--- config.mk ---
export PLATFORM = sky130hd
export DESIGN_NAME = uart_tx_block
export DESIGN_NICKNAME = d
export VERILOG_FILES = /design/src/rtl/uart_tx_pkg.sv /design/src/rtl/tx_bit_timer.sv /design/src/rtl/uart_tx_block.sv
export SDC_FILE = /design/constraint.sdc
export NUM_CORES = 1
export LEC_CHECK = 0
export ABC_AREA = 1
export CORE_ASPECT_RATIO = 0.9
export CORE_UTILIZATION = 50
export CTS_BUF_LIST = sky130_fd_sc_hd__clkbuf_8 sky130_fd_sc_hd__clkbuf_16
export DETAILED_ROUTE_END_ITERATION = 8
export GPL_TIMING_DRIVEN = 0
export PLACE_DENSITY = 0.73
export SETUP_SLACK_MARGIN = 0.5
export SYNTH_ARGS = -nofsm -noshare
export SYNTH_HDL_FRONTEND = slang
export SYNTH_SLANG_ARGS = --single-unit
--- constraint.sdc ---
create_clock -name clk -period 2 [get_ports clk]
set_input_delay 0.4 -clock clk [delete_from_list [all_inputs] [get_ports clk]]
set_output_delay 0.4 -clock clk [all_outputs]
set_load 0.02 [all_outputs]
--- src/rtl/uart_tx_pkg.sv ---
// Shared types and line levels for the UART transmitter.
package uart_tx_pkg;

  typedef enum logic [1:0] {
    IDLE  = 2'd0,
    START = 2'd1,
    DATA  = 2'd2,
    STOP  = 2'd3
  } tx_state_t;

  localparam logic START_BIT  = 1'b0;
  localparam logic STOP_BIT   = 1'b1;
  localparam logic IDLE_LEVEL = 1'b1;

  localparam int IDX_W = 4;

endpackage : uart_tx_pkg

--- src/rtl/tx_bit_timer.sv ---
// Bit-period timer: counts CLKS_PER_BIT cycles and flags the last one.
module tx_bit_timer #(
  parameter int CLKS_PER_BIT = 10
) (
  input  logic clk,
  input  logic n_rst,
  input  logic enable,
  input  logic clear,
  output logic bit_end
);

  // A period of one clock would need a zero-width counter; keep at least one bit.
  localparam int TW = (CLKS_PER_BIT > 1) ? $clog2(CLKS_PER_BIT) : 1;
  localparam logic [TW-1:0] LAST = TW'(CLKS_PER_BIT - 1);

  logic [TW-1:0] count;

  // Cycle counter: clear wins, otherwise count while enabled and wrap at the period end.
  always_ff @(posedge clk or negedge n_rst) begin
    if (!n_rst) begin
      count <= '0;
    end else if (clear) begin
      count <= '0;
    end else if (enable) begin
      if (count == LAST) begin
        count <= '0;
      end else begin
        count <= count + TW'(1);
      end
    end else begin
      count <= count;
    end
  end

  assign bit_end = enable && !clear && (count == LAST);

endmodule : tx_bit_timer

--- src/rtl/uart_tx_block.sv ---
// UART transmitter: sends one 8N1-style frame (DATA_BITS payload) per accepted start strobe.
module uart_tx_block
  import uart_tx_pkg::*;
#(
  parameter int CLKS_PER_BIT = 10,
  parameter int DATA_BITS    = 8
) (
  input  logic                 clk,
  input  logic                 n_rst,
  input  logic                 tx_start,
  input  logic [DATA_BITS-1:0] tx_data,
  output logic                 serial_out,
  output logic                 tx_busy,
  output logic                 tx_done
);

  localparam logic [IDX_W-1:0] LAST_IDX = IDX_W'(DATA_BITS - 1);

  tx_state_t            state;
  tx_state_t            state_next;
  logic [DATA_BITS-1:0] shift_reg;
  logic [DATA_BITS-1:0] shift_next;
  logic [IDX_W-1:0]     bit_idx;
  logic [IDX_W-1:0]     idx_next;
  logic                 serial_next;
  logic                 busy_next;
  logic                 done_next;
  logic                 timer_clear;
  logic                 timer_enable;
  logic                 bit_end;

  assign timer_enable = (state != IDLE);

  tx_bit_timer #(
    .CLKS_PER_BIT(CLKS_PER_BIT)
  ) u_timer (
    .clk    (clk),
    .n_rst  (n_rst),
    .enable (timer_enable),
    .clear  (timer_clear),
    .bit_end(bit_end)
  );

  // State, datapath and registered line/status outputs; reset aborts any frame at once.
  always_ff @(posedge clk or negedge n_rst) begin
    if (!n_rst) begin
      state      <= IDLE;
      shift_reg  <= '0;
      bit_idx    <= '0;
      serial_out <= IDLE_LEVEL;
      tx_busy    <= 1'b0;
      tx_done    <= 1'b0;
    end else begin
      state      <= state_next;
      shift_reg  <= shift_next;
      bit_idx    <= idx_next;
      serial_out <= serial_next;
      tx_busy    <= busy_next;
      tx_done    <= done_next;
    end
  end

  // Next-state logic; the line level is derived from the upcoming state so it is registered.
  always_comb begin
    state_next  = state;
    shift_next  = shift_reg;
    idx_next    = bit_idx;
    timer_clear = 1'b0;
    done_next   = 1'b0;
    serial_next = IDLE_LEVEL;
    busy_next   = 1'b0;

    case (state)
      IDLE: begin
        if (tx_start) begin
          state_next  = START;
          shift_next  = tx_data;
          idx_next    = '0;
          timer_clear = 1'b1;
        end else begin
          state_next  = IDLE;
        end
      end
      START: begin
        if (bit_end) begin
          state_next = DATA;
          idx_next   = '0;
        end else begin
          state_next = START;
        end
      end
      DATA: begin
        if (bit_end) begin
          if (bit_idx == LAST_IDX) begin
            state_next = STOP;
          end else begin
            shift_next = {1'b0, shift_reg[DATA_BITS-1:1]};
            idx_next   = bit_idx + IDX_W'(1);
          end
        end else begin
          state_next = DATA;
        end
      end
      STOP: begin
        if (bit_end) begin
          state_next = IDLE;
          done_next  = 1'b1;
        end else begin
          state_next = STOP;
        end
      end
      default: begin
        state_next = IDLE;
      end
    endcase

    case (state_next)
      IDLE:    serial_next = IDLE_LEVEL;
      START:   serial_next = START_BIT;
      DATA:    serial_next = shift_next[0];
      STOP:    serial_next = STOP_BIT;
      default: serial_next = IDLE_LEVEL;
    endcase

    if (state_next != IDLE) begin
      busy_next = 1'b1;
    end else begin
      busy_next = 1'b0;
    end
  end

endmodule : uart_tx_block
==> flow_summary.yaml <==
worst_setup_path:
  path_cells: "nor2_4 > inv_2 > nor3_2 > nor3_4 > ha_1 > a21oi_2"
  critical_path_required_ps: 2200
  arrival_ps: 1750
  path_max_fanout: 5
  path_class: "reg -> reg"
  slowest_delay_ps: 480
  startpoint_type: "register"
  critPathCaptureType: "register"
  worst_path_max_delay_cell: "dfrtp_1"
synthesis:
  synthDistinctLibCells: 29
  synth-edff-count: 0
  yosysTopAreaCell: "dfrtp_1"
  synth-seq-cells: 21
  synth.most_common_cell: "dfrtp_1"
  syn_area_per_cell_sq_um: 9.788
  syn_area_sq_mm: 0.001106
  postSynthCellCount: 113
  synth_common_cells: "dfrtp_1 (20), inv_1 (18), nand2_1 (17), ha_1 (6)"
  postSynth.asyncResetShare_pct: 100.0
  synth-seq-area-share_pct: 47.62
  synth_nets: 130
  synthTopCellsByArea: "dfrtp_1 (45%), ha_1 (6.8%), inv_1 (6.1%)"
  synth_top_area_share_pct: 45.25
  yosys_warnings: 0
  ys.flop_type: "dfrtp_1"
timing:
  fin_crit_sh_pct: 77.46
  finalMaxSlewViolations: 0
  slew_headroom_pct: 38.80
  rsz0062_at_grt: "yes"
  worst_slew_pin_slew_ps: 915.1
  final.setup.tns_ps: 0
  setup_viol_count_final: 0
  fmax_mhz: 645.5
  period_minus_slack_ps: 1549
  clock_skew_ps: 4.438
  finalHoldViolations: 0
status:
  status: "finished clean"
grt:
  grt_use_total_pct: 20.30
  grt_overflow: 0
  grt_pass1_wl_um: 3429
  grt_pass1_vias: 804
  antenna_found_initial: 0
  grt_max_degree: 22
detailed_routing:
  drt_iter0_drc: 13
  viasPerCell: 5.180
  wl_um: 2029
  met1_length_um: 947
  dr_total_vias: 834
  remaining_drc_errors: 0
  wl_met2_um: 996
  ant_nets: 0
  wl_met3_um: 63
  top_layer_used: "met4"
  post_drt_wl_per_cell_um: 12.60
  first_pass_iters: 4
cells_and_area:
  regArea_sq_um: 528.0
  largest_reg_flops: 8
  nFillCells: 160
  nets: 154
  final_layout_size_suffix_gt1_share_pct: 32.35
  multi_input_area_sq_um: 570.5
  diodes: 0
  synthToLayoutAreaGrowth_pct: 28.96
floorplanning:
  dieWidth_um: 51.58
  dieArea_sq_mm: 0.002404
  io_pins: 14
  core_sq_mm: 0.001989
  row_count: 15
  initial_core_util_pct: 55.60
  fp.dieH_um: 46.62
cts:
  hold_buffers: 0
  insertion_delay_ps: 260
  clk_path_buf_depth: 2
  clock-root-buffer: "clkbuf_8"
  cts_buffers: 3
  path_clk_slew_ps: 70
  cts_tree: "yes"
  cts.sinks: 21
  htree_levels: 1
power:
  p_per_area_mw_per_mm2: 1247
  power_leakage_nw: 0.6425
  ir_drop_uv: 822.1
  fin_total_pwr_mw: 1.779
flow_run:
  cap_violations: 0
worst_hold_path:
  hold_path.class: "reg -> reg"
placement:
  gp_congestion: 0.8178
  io_buffers: 13
  post-dp-hpwl_um: 1459
[path summary, 6_finish.rpt]
check                                       start                      endpoint  slack, ps  cells after the start
setup / recovery               state[0]$_DFF_PN0_          serial_out$_DFF_PN1_        450                      6
hold / removal             shift_reg[0]$_DFF_PN0_        shift_reg[0]$_DFF_PN0_        510                      2
setup reg to reg               state[0]$_DFF_PN0_          serial_out$_DFF_PN1_        450                      6
hold reg to reg            shift_reg[0]$_DFF_PN0_        shift_reg[0]$_DFF_PN0_        510                      2
max in group asynchronous                   n_rst  u_timer.count[0]$_DFFE_PN0P_        730                      1
min in group asynchronous                   n_rst  u_timer.count[1]$_DFFE_PN0P_        650                      1
[where the power goes]
part	leakage (nW)	internal, mW	total, mW	switching (mW)
sequential	0.260	0.593	0.718	0.125
combinational	0.356	0.356	0.793	0.438
clock	0.0269	0.137	0.268	0.131
total	0.643	1.09	1.78	0.694
[timing repair]
item	4_1_cts	5_1_grt
resized for setup	14	8
pin swaps	6	4
buffers inserted	4	2
endpoints found under the setup margin	10	13
[layout make-up]
class / instances / share of cell area [%]
Inverter: 21 / 5.877
Timing Repair Buffer: 19 / 11.75
Clock buffer: 3 / 2.895
Tap cell: 25 / 2.193
Sequential cell: 21 / 37.02
Clock inverter: 1 / 0.2632
Multi-Input combinational cell: 71 / 40.00
[routing by layer]
metal	global-route usage, %	vias up
met5	0	-
met4	6.486	0
met3	5.941	5
met2	34.29	11
met1	25.21	404
li1	-	414
[placed cells by master, fill, tap and decap left out, types with 2 or more instances in the layout]
| master | netlist | routed |
|---|---|---|
| buf_4 | 0 | 6 |
| o221ai_1 | 5 | 5 |
| clkbuf_8 | 0 | 3 |
| o22ai_1 | 2 | 2 |
| nand2_2 | 3 | 4 |
| nand3_1 | 5 | 4 |
| o21ai_0 | 5 | 4 |
| a21oi_2 | 2 | 2 |
| ha_1 | 6 | 4 |
| clkdlybuf4s50_1 | 0 | 10 |
| nand2_1 | 17 | 14 |
| nand2_4 | 1 | 3 |
| nor2_4 | 3 | 4 |
| xor2_1 | 3 | 2 |
| dfrtp_1 | 20 | 19 |
| dlygate4sd2_1 | 0 | 2 |
| inv_1 | 18 | 17 |
| nor2_1 | 4 | 3 |
| nand3_4 | 1 | 2 |
| nand3_2 | 4 | 4 |
| inv_2 | 2 | 4 |
[cell families after synthesis]
logic type      count (synthesis)  synth area share (%)
xor+xnor                        4                 3.168
fa+ha+maj                       6                 6.787
compound gates                 17                 10.52
simple gates                   43                 23.42
buf+inv                        21                 7.579
flops                          21                 47.62
mux                             1                0.9050
[through the flow]
step	util (%)	hold slack [ps]	worst slack, ps	cells	instance area, sq um
2_1_floorplan	-	104.4	488.4	113	1116
3_3_place_gp	64.21	491.4	184.3	151	1277
3_5_place_dp	64.21	498.1	156.8	151	1277
4_1_cts	70.19	515.8	472.2	159	1396
5_1_grt	71.70	545.8	346.7	161	1426
6_report	71.70	509.0	450.8	161	1426
[critical path: cells and delay by family (launching register included)]
family	cells	cell delay, ps
flops	1	480
simple gates	3	510
buf+inv	1	90
fa+ha+maj	1	300
compound gates	1	110
No activity file was read; power rests on OpenSTA's default activity.
